**src/rtl/countdown_timer.sv**
```systemverilog
// Down-counting seconds timer for the game time limit, with a 4-digit
// multiplexed 7-segment scan (ones, tens, hundreds, blank) matching the session timer.
module countdown_timer #(
  parameter int TICK_DIV = 100000000,
  parameter int SCAN_DIV = 100000
) (
  input  logic       clk,
  input  logic       rst,
  input  logic       load,
  input  logic [9:0] init_sec,
  input  logic       start,
  input  logic       endn,
  output logic [9:0] sec,
  output logic [3:0] bcd,
  output logic [1:0] digit,
  output logic       a0,
  output logic       a1,
  output logic       a2,
  output logic       a3,
  output logic       busy,
  output logic       done,
  output logic       expired,
  output logic [1:0] state_dbg
);

  localparam logic [1:0] IDLE = 2'd0;
  localparam logic [1:0] RUN  = 2'd1;
  localparam logic [1:0] DONE = 2'd2;

  localparam int PW = $clog2(TICK_DIV);
  localparam int SW = $clog2(SCAN_DIV);
  localparam logic [PW-1:0] TICK_LAST = PW'(TICK_DIV - 1);
  localparam logic [SW-1:0] SCAN_LAST = SW'(SCAN_DIV - 1);

  logic [1:0]    state;
  logic [PW-1:0] presc;
  logic [SW-1:0] scan;
  logic [9:0]    load_val;

  assign load_val = (init_sec > 10'd999) ? 10'd999 : init_sec;

  // Control handshake: load is a one-edge strobe that wins over everything;
  // start/endn are levels, run requires start=1 and endn=0 on every cycle.
  always_ff @(posedge clk or posedge rst) begin
    if (rst) begin
      state   <= IDLE;
      sec     <= 10'd0;
      presc   <= '0;
      expired <= 1'b0;
    end else begin
      expired <= 1'b0;
      if (load) begin
        sec   <= load_val;
        presc <= '0;
        state <= IDLE;
      end else begin
        case (state)
          IDLE: begin
            if (start && !endn) begin
              presc <= '0;
              if (sec != 10'd0) begin
                state <= RUN;
              end else begin
                state   <= DONE;
                expired <= 1'b1;
              end
            end
          end
          RUN: begin
            // Stopping discards the partial second, so a resume waits a full period.
            if (endn || !start) begin
              state <= IDLE;
              presc <= '0;
            end else if (presc == TICK_LAST) begin
              presc <= '0;
              if (sec != 10'd0) begin
                sec <= sec - 10'd1;
                if (sec == 10'd1) begin
                  state   <= DONE;
                  expired <= 1'b1;
                end
              end
            end else begin
              presc <= presc + PW'(1);
            end
          end
          DONE: begin
            presc <= '0;
          end
          default: state <= IDLE;
        endcase
      end
    end
  end

  always_ff @(posedge clk or posedge rst) begin
    if (rst) begin
      scan  <= '0;
      digit <= 2'd0;
    end else if (scan == SCAN_LAST) begin
      scan  <= '0;
      digit <= digit + 2'd1;
    end else begin
      scan <= scan + SW'(1);
    end
  end

  always_comb begin
    bcd = 4'hF;
    case (digit)
      2'd0:    bcd = 4'(sec % 10'd10);
      2'd1:    bcd = 4'((sec / 10'd10) % 10'd10);
      2'd2:    bcd = 4'(sec / 10'd100);
      default: bcd = 4'hF;
    endcase
  end

  assign a0        = (digit != 2'd0);
  assign a1        = (digit != 2'd1);
  assign a2        = (digit != 2'd2);
  assign a3        = (digit != 2'd3);
  assign busy      = (state == RUN);
  assign done      = (state == DONE);
  assign state_dbg = state;

endmodule

```
**config.mk**
```make
export PLATFORM = sky130hd
export DESIGN_NAME = countdown_timer
export DESIGN_NICKNAME = d
export VERILOG_FILES = /design/src/rtl/countdown_timer.sv
export SDC_FILE = /design/constraint.sdc
export NUM_CORES = 1
export LEC_CHECK = 0
export CORE_MARGIN = 4
export CORE_UTILIZATION = 56
export DETAILED_ROUTE_END_ITERATION = 10
export GPL_TIMING_DRIVEN = 0
export HOLD_SLACK_MARGIN = 0.1
export PLACE_DENSITY = 0.77
export SYNTH_ARGS = -nofsm -noshare
export SYNTH_HDL_FRONTEND = slang
export SYNTH_SLANG_ARGS = --single-unit
```
**constraint.sdc**
```tcl
create_clock -name clk -period 10.4 [get_ports clk]
set_clock_uncertainty 0.1 [all_clocks]
set_input_delay 1.04 -clock clk [delete_from_list [all_inputs] [get_ports clk]]
set_output_delay 1.04 -clock clk [all_outputs]
set_load 0.005 [all_outputs]
```
Yosys cells after proc, flatten, opt, wreduce, memory -nomap -nowiden. Index checks and enable logic that the tools add are counted.

Input bits: 15. Register bits after elaboration: 59. Output and inout bits: 25.

$add $sub $neg: 4. Div/mod/pow operators: 4. Reductions and logical operators: 15. Mux-type cells: 29. Magnitude comparators: 1. Equal/unequal tests: 16.

Operators by type and width (number): $mux 27 (4); $pmux 27 s3 (1); $mux 10 (6); $add 27x1->27 const B (1); $eq 27x27->1 const B (1); $mod 10x4->10 const B (2); $add 17x1->17 const B (1); $eq 17x17->1 const B (1); $mux 17 (1); $mux 2 (7); $ne 4x2->1 const B (3); $pmux 4 s3 (1); $div 10x4->10 const B (1); $div 10x7->10 const B (1); $eq 10x1->1 const B (1); $gt 10x10->1 const B (1); $reduce_bool 10->1 (1); $sub 10x1->10 const B (1); $ne 2x2->1 const B (4); $reduce_bool 2->1 (4); $mux 1 (7); $pmux 2 s3 (1); $reduce_and 5->1 (1); $eq 2x1->1 const B (2); other kinds (12) (15).

Logic depth before layout (Yosys ltp). Gate-level depths: netlist of the first run.

Depth in word-level cells: 7. Depth in mapped cells: 24. Gate-level depth less buffers: 21.

Worst setup path before layout of the first run. OpenSTA, ideal clock, no wires.

Path type: flip-flop to output port. Start: register digit[1]. End: output port bcd[2]. Path slack: 5.491 ns. Arrival time: 3.769 ns. Stages on the path, launching flop included: 19. Path through: dfrtp_1 inv_1 ha_1 buf_2 buf_1 clkbuf_1 a21oi_1 o32a_2 inv_2 ha_1 nand2_1 a41o_1 nor3b_1 o211ai_2 o2111ai_2 inv_1 ha_1 o21a_1 o311ai_1.

Longest elaborated chain between the ends: 2. Elaborated cells between the ends (all ways): 4. Those cells by class: 2 x eq/ne; 1 x mux; 1 x reduce/logical.

RTL lines: start: declaration (RTL line 15) `output logic [1:0] digit,`; start signal: assignment (RTL line 102) `digit <= digit + 2'd1;`; $eq 2x2->1 (tied with other cells) (RTL line 110) `case (digit)`; $pmux 4 s3 * (RTL line 110); end: declaration (RTL line 14) `output logic [3:0] bcd,`.

Every way passes the cells marked *; elsewhere a longest branch is shown, timed or not.

Worst setup path after layout of the first run. Same ends and word-level chain as after synthesis.

==> results of run 1 <==
## report_power, final
group          switching, uW  internal, uW
sequential              5.61           234
combinational            220           156
clock                   83.2           136
## cell usage after synthesis, drive strengths merged (16+ instances only)
cell type  count  share of area
a21oi         40          0.037
nand2         62          0.042
nor2          89          0.061
clkbuf        16          0.011
dfrtp         59           0.27
nand3         36          0.032
buf           30          0.035
o21ai         42          0.039
nor2b         16          0.018
xor2          26          0.041
inv           24          0.016
xnor2         31          0.050
nand2b        16          0.018
## per-stage QoR
step | hold slack, ns | power (uW) | worst slack [ns] | cells
5_1_grt | 0.4190 | 877.6 | 3.407 | 898
6_report | 0.4005 | 834.6 | 3.746 | 898
4_1_cts | 0.3952 | 831.7 | 3.799 | 898
3_5_place_dp | 0.3819 | 609.9 | 4.199 | 883
2_1_floorplan | 0.3465 | 500.3 | 5.491 | 710
3_3_place_gp | 0.3629 | 602.3 | 4.294 | 882
## area by class of cell
cell class / count / area (um^2)
Multi-Input combinational cell: 579 / 3730
Clock buffer: 14 / 182.7
Timing Repair Buffer: 40 / 410.4
Buffer: 46 / 252.7
Sequential cell: 59 / 1476
Inverter: 26 / 97.59
Clock inverter: 1 / 30.03
Fill cell: 846 / 3383
Tap cell: 133 / 166.4
## cell usage in the layout (no fill, tap or decap), types with 6 or more instances in the layout
master / Yosys / routed
and3_1: 13 / 13
nand3_1: 36 / 36
nand4_1: 11 / 11
xnor2_1: 30 / 30
nand2_1: 62 / 62
or2_2: 6 / 6
ha_1: 14 / 14
nor3_1: 13 / 13
buf_4: 8 / 8
a211oi_1: 6 / 6
xor2_1: 26 / 26
nor2b_1: 16 / 16
buf_2: 16 / 16
and2_1: 7 / 7
clkbuf_8: 0 / 13
o22ai_1: 11 / 11
clkdlybuf4s50_1: 0 / 39
o21ai_1: 8 / 8
a21oi_1: 39 / 39
clkbuf_1: 16 / 17
a31oi_1: 10 / 10
o21ai_0: 33 / 33
nor2_1: 87 / 87
o211ai_1: 7 / 7
inv_1: 21 / 20
dfrtp_1: 59 / 59
nand2b_1: 15 / 15
## metal layers
| metal | wire length (um) | share of wire | up-vias |
|---|---|---|---|
| met2 | 8441 | 0.50 | 248 |
| met4 | 822 | 0.049 | 0 |
| li1 | - | - | 2682 |
| met5 | 0 | 0 | - |
| met1 | 6596 | 0.39 | 2725 |
| met3 | 1035 | 0.061 | 58 |
## registers in the layout, summed over array words and instances, names as in the netlist
name,count
presc,27
sec,10
digit,2
scan,17
expired,1
state_dbg,2
## critical path, stage by stage (launching register included)
cell and delay [ns]:
dfrtp_1 0.42, inv_1 0.11, ha_1 0.38, buf_2 0.31, buf_1 0.41, clkbuf_1 0.36, buf_2 0.31, nor2_1 0.14
nor2_2 0.26, ha_1 0.22, nand2_1 0.06, a41o_1 0.20, nor3b_1 0.23, o211ai_2 0.17, o2111ai_2 0.26, inv_1 0.10
ha_1 0.31, o21a_1 0.11, o311ai_1 0.24, clkdlybuf4s50_1 0.55
## kinds of logic after synthesis
logic type | Yosys count | synth area share
flip-flops | 59 | 0.2657
XOR/XNOR | 57 | 0.09120
AND/OR/NAND/NOR | 305 | 0.2799
AO/OA/AOI/OAI | 197 | 0.2578
adder cells (fa/ha/maj) | 15 | 0.03333
multiplexers | 5 | 0.009007
buffers and inverters | 72 | 0.06305
## path summary, 6_finish.rpt
| kind | slack [ns] | to | cells after the start |
|---|---|---|---|
| setup / recovery | 3.75 | bcd[2] | 19 |
| hold / removal | 0.40 | scan[4]$_DFF_PP0_ | 1 |
| setup reg to reg | 7.08 | sec[9]$_DFFE_PP0P_ | 13 |
| hold reg to reg | 0.40 | scan[4]$_DFF_PP0_ | 1 |
| max in group asynchronous | 8.67 | presc[8]$_DFFE_PP0P_ | 3 |
| min in group asynchronous | 0.97 | state_dbg[1]$_DFFE_PP0P_ | 2 |
==> flow_summary.toml, run 1 <==
[place]
place_hpwl_um = 12640
portBuffers = 39
gp_congestion = 0.9815
dpl_cell_area_mm2 = 0.006133

[critical_path]
critical_path.endpoint_type = "output pin"
crit_required_ns = 9.26
crit_arrival_ns = 5.51
reg2reg_from = "sec[9]$_DFFE_PP0P_"
cp-start-kind = "flop"
crit_type = "flop to output pin"
critPathLaunch = "digit[1]$_DFFE_PP0N_"
cp_max_fo = 10

[grt]
antenna_found_initial = 0
grt-ovfl-total = 0
grt_pass1_vias = 5724
grt_util_met1 = 0.3494
use_met3 = 0.04559
met2_usage = 0.5231
track_usage = 0.2991
grt_max_degree = 34
busiest_layer = "met2"
grt_pass1_wl_um = 27550

[logic_synthesis]
synth_fp_nets = 739
synth_warnings = 0
synthCells = 710
synth_edf_count = 0
yosysSeqAreaShare = 0.2657
synthesis.area_mm2 = 0.005557
synth_ff_type = "dfrtp_1"
ys_types = 91
synthArstFlopShare = 1.000
synth-seq-cells = 59
synth.avg_cell_area_um2 = 7.826

[cells_and_area]
diodes = 0
syn2layout_area_growth_pct = 14.21
drive_above_1_share = 0.1098
fin_area_mm2 = 0.006346
fin_util = 0.6523
fin_nets = 790

[timing]
setup_tns_ns = 0
worstMarginPinSlew_ns = 1.175
timing.fmax_mhz = 150.3
rsz0062_at_grt = "false"
slew_headroom = 0.1963
period_minus_slack_ns = 6.654
setup_viol = 0
finalHoldViolations = 0
drv_slew = 0
finalCritPeriodShare = 0.6398

[clock_network]
cts_tree = "done"
cts_setup_buffers = 0
cts_buffer_depth = 2
hold_buffers = 0
numCtsBuffers = 9
clockRootBuffer = "clkbuf_8"
cts.repair.resized = 0
clock_latency_ns = 0.35
numClockSinks = 59
path_clk_slew_ns = 0.06
htreeDepth = 3

[routing]
drc = 0
drtAntennaViolNets = 0
vias = 5713
wl_per_cell_um = 18.81
drt_iter0_drc = 427
viasPerCell = 6.362
firstDrtPassIters = 6
routed_wl_um = 16900

[job]
cap_violations = 0

[floorplanning]
core_region_area_mm2 = 0.009729
start_util = 0.5711
pin_count = 40
rows = 36
die_h_um = 107.6
fp.dieW_um = 107.6
die_area_mm2 = 0.01158

[hold_path]
min-delay-start = "scan[4]$_DFF_PP0_"
hold_path_class = "flop to flop"

[run_status]
outcome = "finished, final reports clean"

[power]
powerDensity_mw_per_mm2 = 131.5
power.leakage_uw = 0.002572
ir_drop_v = 0.0001182
No activity file was read; power rests on OpenSTA's default activity.
==> run 2: changes to the inputs <==
==> constraint.sdc (replaced) <==
create_clock -name clk -period 6.55 [get_ports clk]
set_clock_uncertainty 0.1 [all_clocks]
set_input_delay 0.655 -clock clk [delete_from_list [all_inputs] [get_ports clk]]
set_output_delay 0.655 -clock clk [all_outputs]
set_load 0.005 [all_outputs]
==> flow_summary.toml, run 2 (synthesis gave the netlist of run 1 again) <==
[hold_path]
hold_path_depth = 1
min-delay-start = "scan[4]$_DFF_PP0_"
hold_end = "scan[4]$_DFF_PP0_"
hold_path_class = "flop to flop"

[critical_path]
cp-start-kind = "flop"
slowest_stage = "a2111oi_0"
reg2reg_from = "sec[9]$_DFFE_PP0P_"
r2r-end = "sec[9]$_DFFE_PP0P_"
ff2ff_path_depth = 13
critical_path_buf_inv_count = 5
critical_path.endpoint_type = "output pin"
crit_required_ns = 5.79
crit_type = "flop to output pin"
path_cells = "inv_1 -> ha_1 -> buf_2 -> a31oi_1 -> a2111oi_0 -> a22oi_1 -> o22ai_1 -> o32a_2 -> inv_2 -> ha_1 -> nand2_1 -> a41o_1 -> nor3b_1 -> o211ai_2 -> o2111ai_2 -> inv_1 -> ha_1 -> o21a_1 -> o311ai_1 -> clkdlybuf4s50_1"
cpLargestDelayFamily = "compound AO/OA/AOI/OAI gates"
crit_arrival_ns = 5.41
reg2reg_setup_slack_ns = 3.24
crit_path_frequent_cell = "ha_1"
cp_max_fo = 10
cpPeakStageDelay_ns = 1.07

[cells_and_area]
diodes = 0
final_common_cell = "nor2_1"
drive_above_1_share = 0.1111
syn2layout_area_growth_pct = 14.23
top_regs = "presc: 27 flops, scan: 17 flops, sec: 10 flops"
largest_reg_flops = 27
most-common-layout-cells = "nor2_1, nand2_1, dfrtp_1"
top_register = "presc"
fin_nets = 790
instances_no_fill = 898

[floorplanning]
start_util = 0.5711
fp.dieW_um = 107.6
pin_count = 40
die_area_mm2 = 0.01158
die_h_um = 107.6
rows = 36
core_region_area_mm2 = 0.009729

[clock_network]
path_clk_slew_ns = 0.06
htreeDepth = 3
numClockSinks = 59
cts_buffer_depth = 2
clock_latency_ns = 0.34
numCtsBuffers = 9
clockRootBuffer = "clkbuf_8"
cts_tree = "done"

[power]
power.leakage_uw = 0.002576
powerDensity_mw_per_mm2 = 208.6
ir_drop_v = 0.0001891

[timing]
finalHoldViolations = 0
timing.fmax_mhz = 162.2
rsz0062_at_grt = "false"
setup_viol = 0
period_minus_slack_ns = 6.166
setup_tns_ns = 0
finalCritPeriodShare = 0.9414
worstMarginPinSlew_ns = 1.246
slew_headroom = 0.1476
drv_slew = 0

[grt]
grt_pass1_wl_um = 27550
grt_max_degree = 34
track_usage = 0.2991
antenna_found_initial = 0
grt_pass1_vias = 5724
grt-ovfl-total = 0

[job]
cap_violations = 0

[routing]
vias = 5730
drt_iter0_drc = 423
drc = 0
firstDrtPassIters = 5
drtAntennaViolNets = 0
wl_per_cell_um = 18.81
routed_wl_um = 16900
viasPerCell = 6.381

[place]
gp_congestion = 0.9815
dp_cells = 883
portBuffers = 39
place_hpwl_um = 12640

[run_status]
outcome = "finished, final reports clean"
-- run 2: cell count changes in the layout (fill, tap and decap cells not counted) --
cell	delta
buf_1	-1
clkbuf_2	+1
-- run 2: cell type report --
type,count,area [um^2]
Clock buffer,14,182.7
Timing Repair Buffer,40,410.4
Buffer,46,254.0
Multi-Input combinational cell,579,3730
Clock inverter,1,30.03
Tap cell,133,166.4
Fill cell,846,3382
Sequential cell,59,1476
Inverter,26,97.59
-- run 2: metrics by stage --
step	power, uW	hold WS, ns	util	area, um^2	setup slack, ns
floorplan	794.3	0.3465	-	5557	2.026
global placement	956.3	0.3629	0.6283	6113	0.8285
detailed placement	968.3	0.3819	0.6304	6133	0.7340
CTS	1321	0.3952	0.6523	6346	0.3339
global route	1393	0.4190	0.6524	6347	0.1105
finish	1324	0.3997	0.6524	6347	0.3835
-- run 2: layer usage --
layer	track usage	part of all wire	wire, um	vias up
li1	-	-	-	2681
met1	0.3494	0.40	6746	2756
met2	0.5231	0.50	8466	242
met3	0.04559	0.054	906	51
met4	0.1623	0.046	776	0
met5	0	0	0	-
-- run 2: repair_timing --
action | CTS | global route
gates resized for setup | 0 | 1
setup endpoints to repair | 0 | 1
setup buffers | 0 | 0
hold buffers | 0 | 0
-- run 2: worst max-delay path by stage --
stage	depth (start not counted)	from	to	slack (ns)
CTS	19	digit[1]$_DFFE_PP0N_	bcd[2]	0.33
finish	20	digit[1]$_DFFE_PP0N_	bcd[2]	0.38
global placement	19	digit[1]$_DFFE_PP0N_	bcd[2]	0.83
floorplan	18	digit[1]$_DFFE_PP0N_	bcd[2]	2.03
detailed placement	19	digit[1]$_DFFE_PP0N_	bcd[2]	0.73
global route	19	digit[1]$_DFFE_PP0N_	bcd[2]	0.11
-- run 2: where the power goes --
| group | total [uW] | switching (uW) | internal (uW) |
|---|---|---|---|
| clock | 346 | 131 | 215 |
| sequential | 381 | 8.91 | 372 |
| combinational | 597 | 349 | 248 |
| total | 1320 | 489 | 835 |
==> run 3: changes to the inputs <==
==> constraint.sdc (replaced) <==
create_clock -name clk -period 6.9 [get_ports clk]
set_clock_uncertainty 0.1 [all_clocks]
set_input_delay 0.69 -clock clk [delete_from_list [all_inputs] [get_ports clk]]
set_output_delay 0.69 -clock clk [all_outputs]
set_load 0.005 [all_outputs]
==> results of run 3 <==
The final DEF is identical to that of run 1. Status: finished, final reports clean.
Among the figures that moved: setup slack after placement 4.199 ns -> 1.049 ns; setup slack after layout 3.746 ns -> 0.5962 ns; register-to-register setup slack 7.08 ns -> 3.58 ns; total power 834.6 uW -> 1258 uW; worst IR drop on VDD 0.0001182 V -> 0.0001781 V
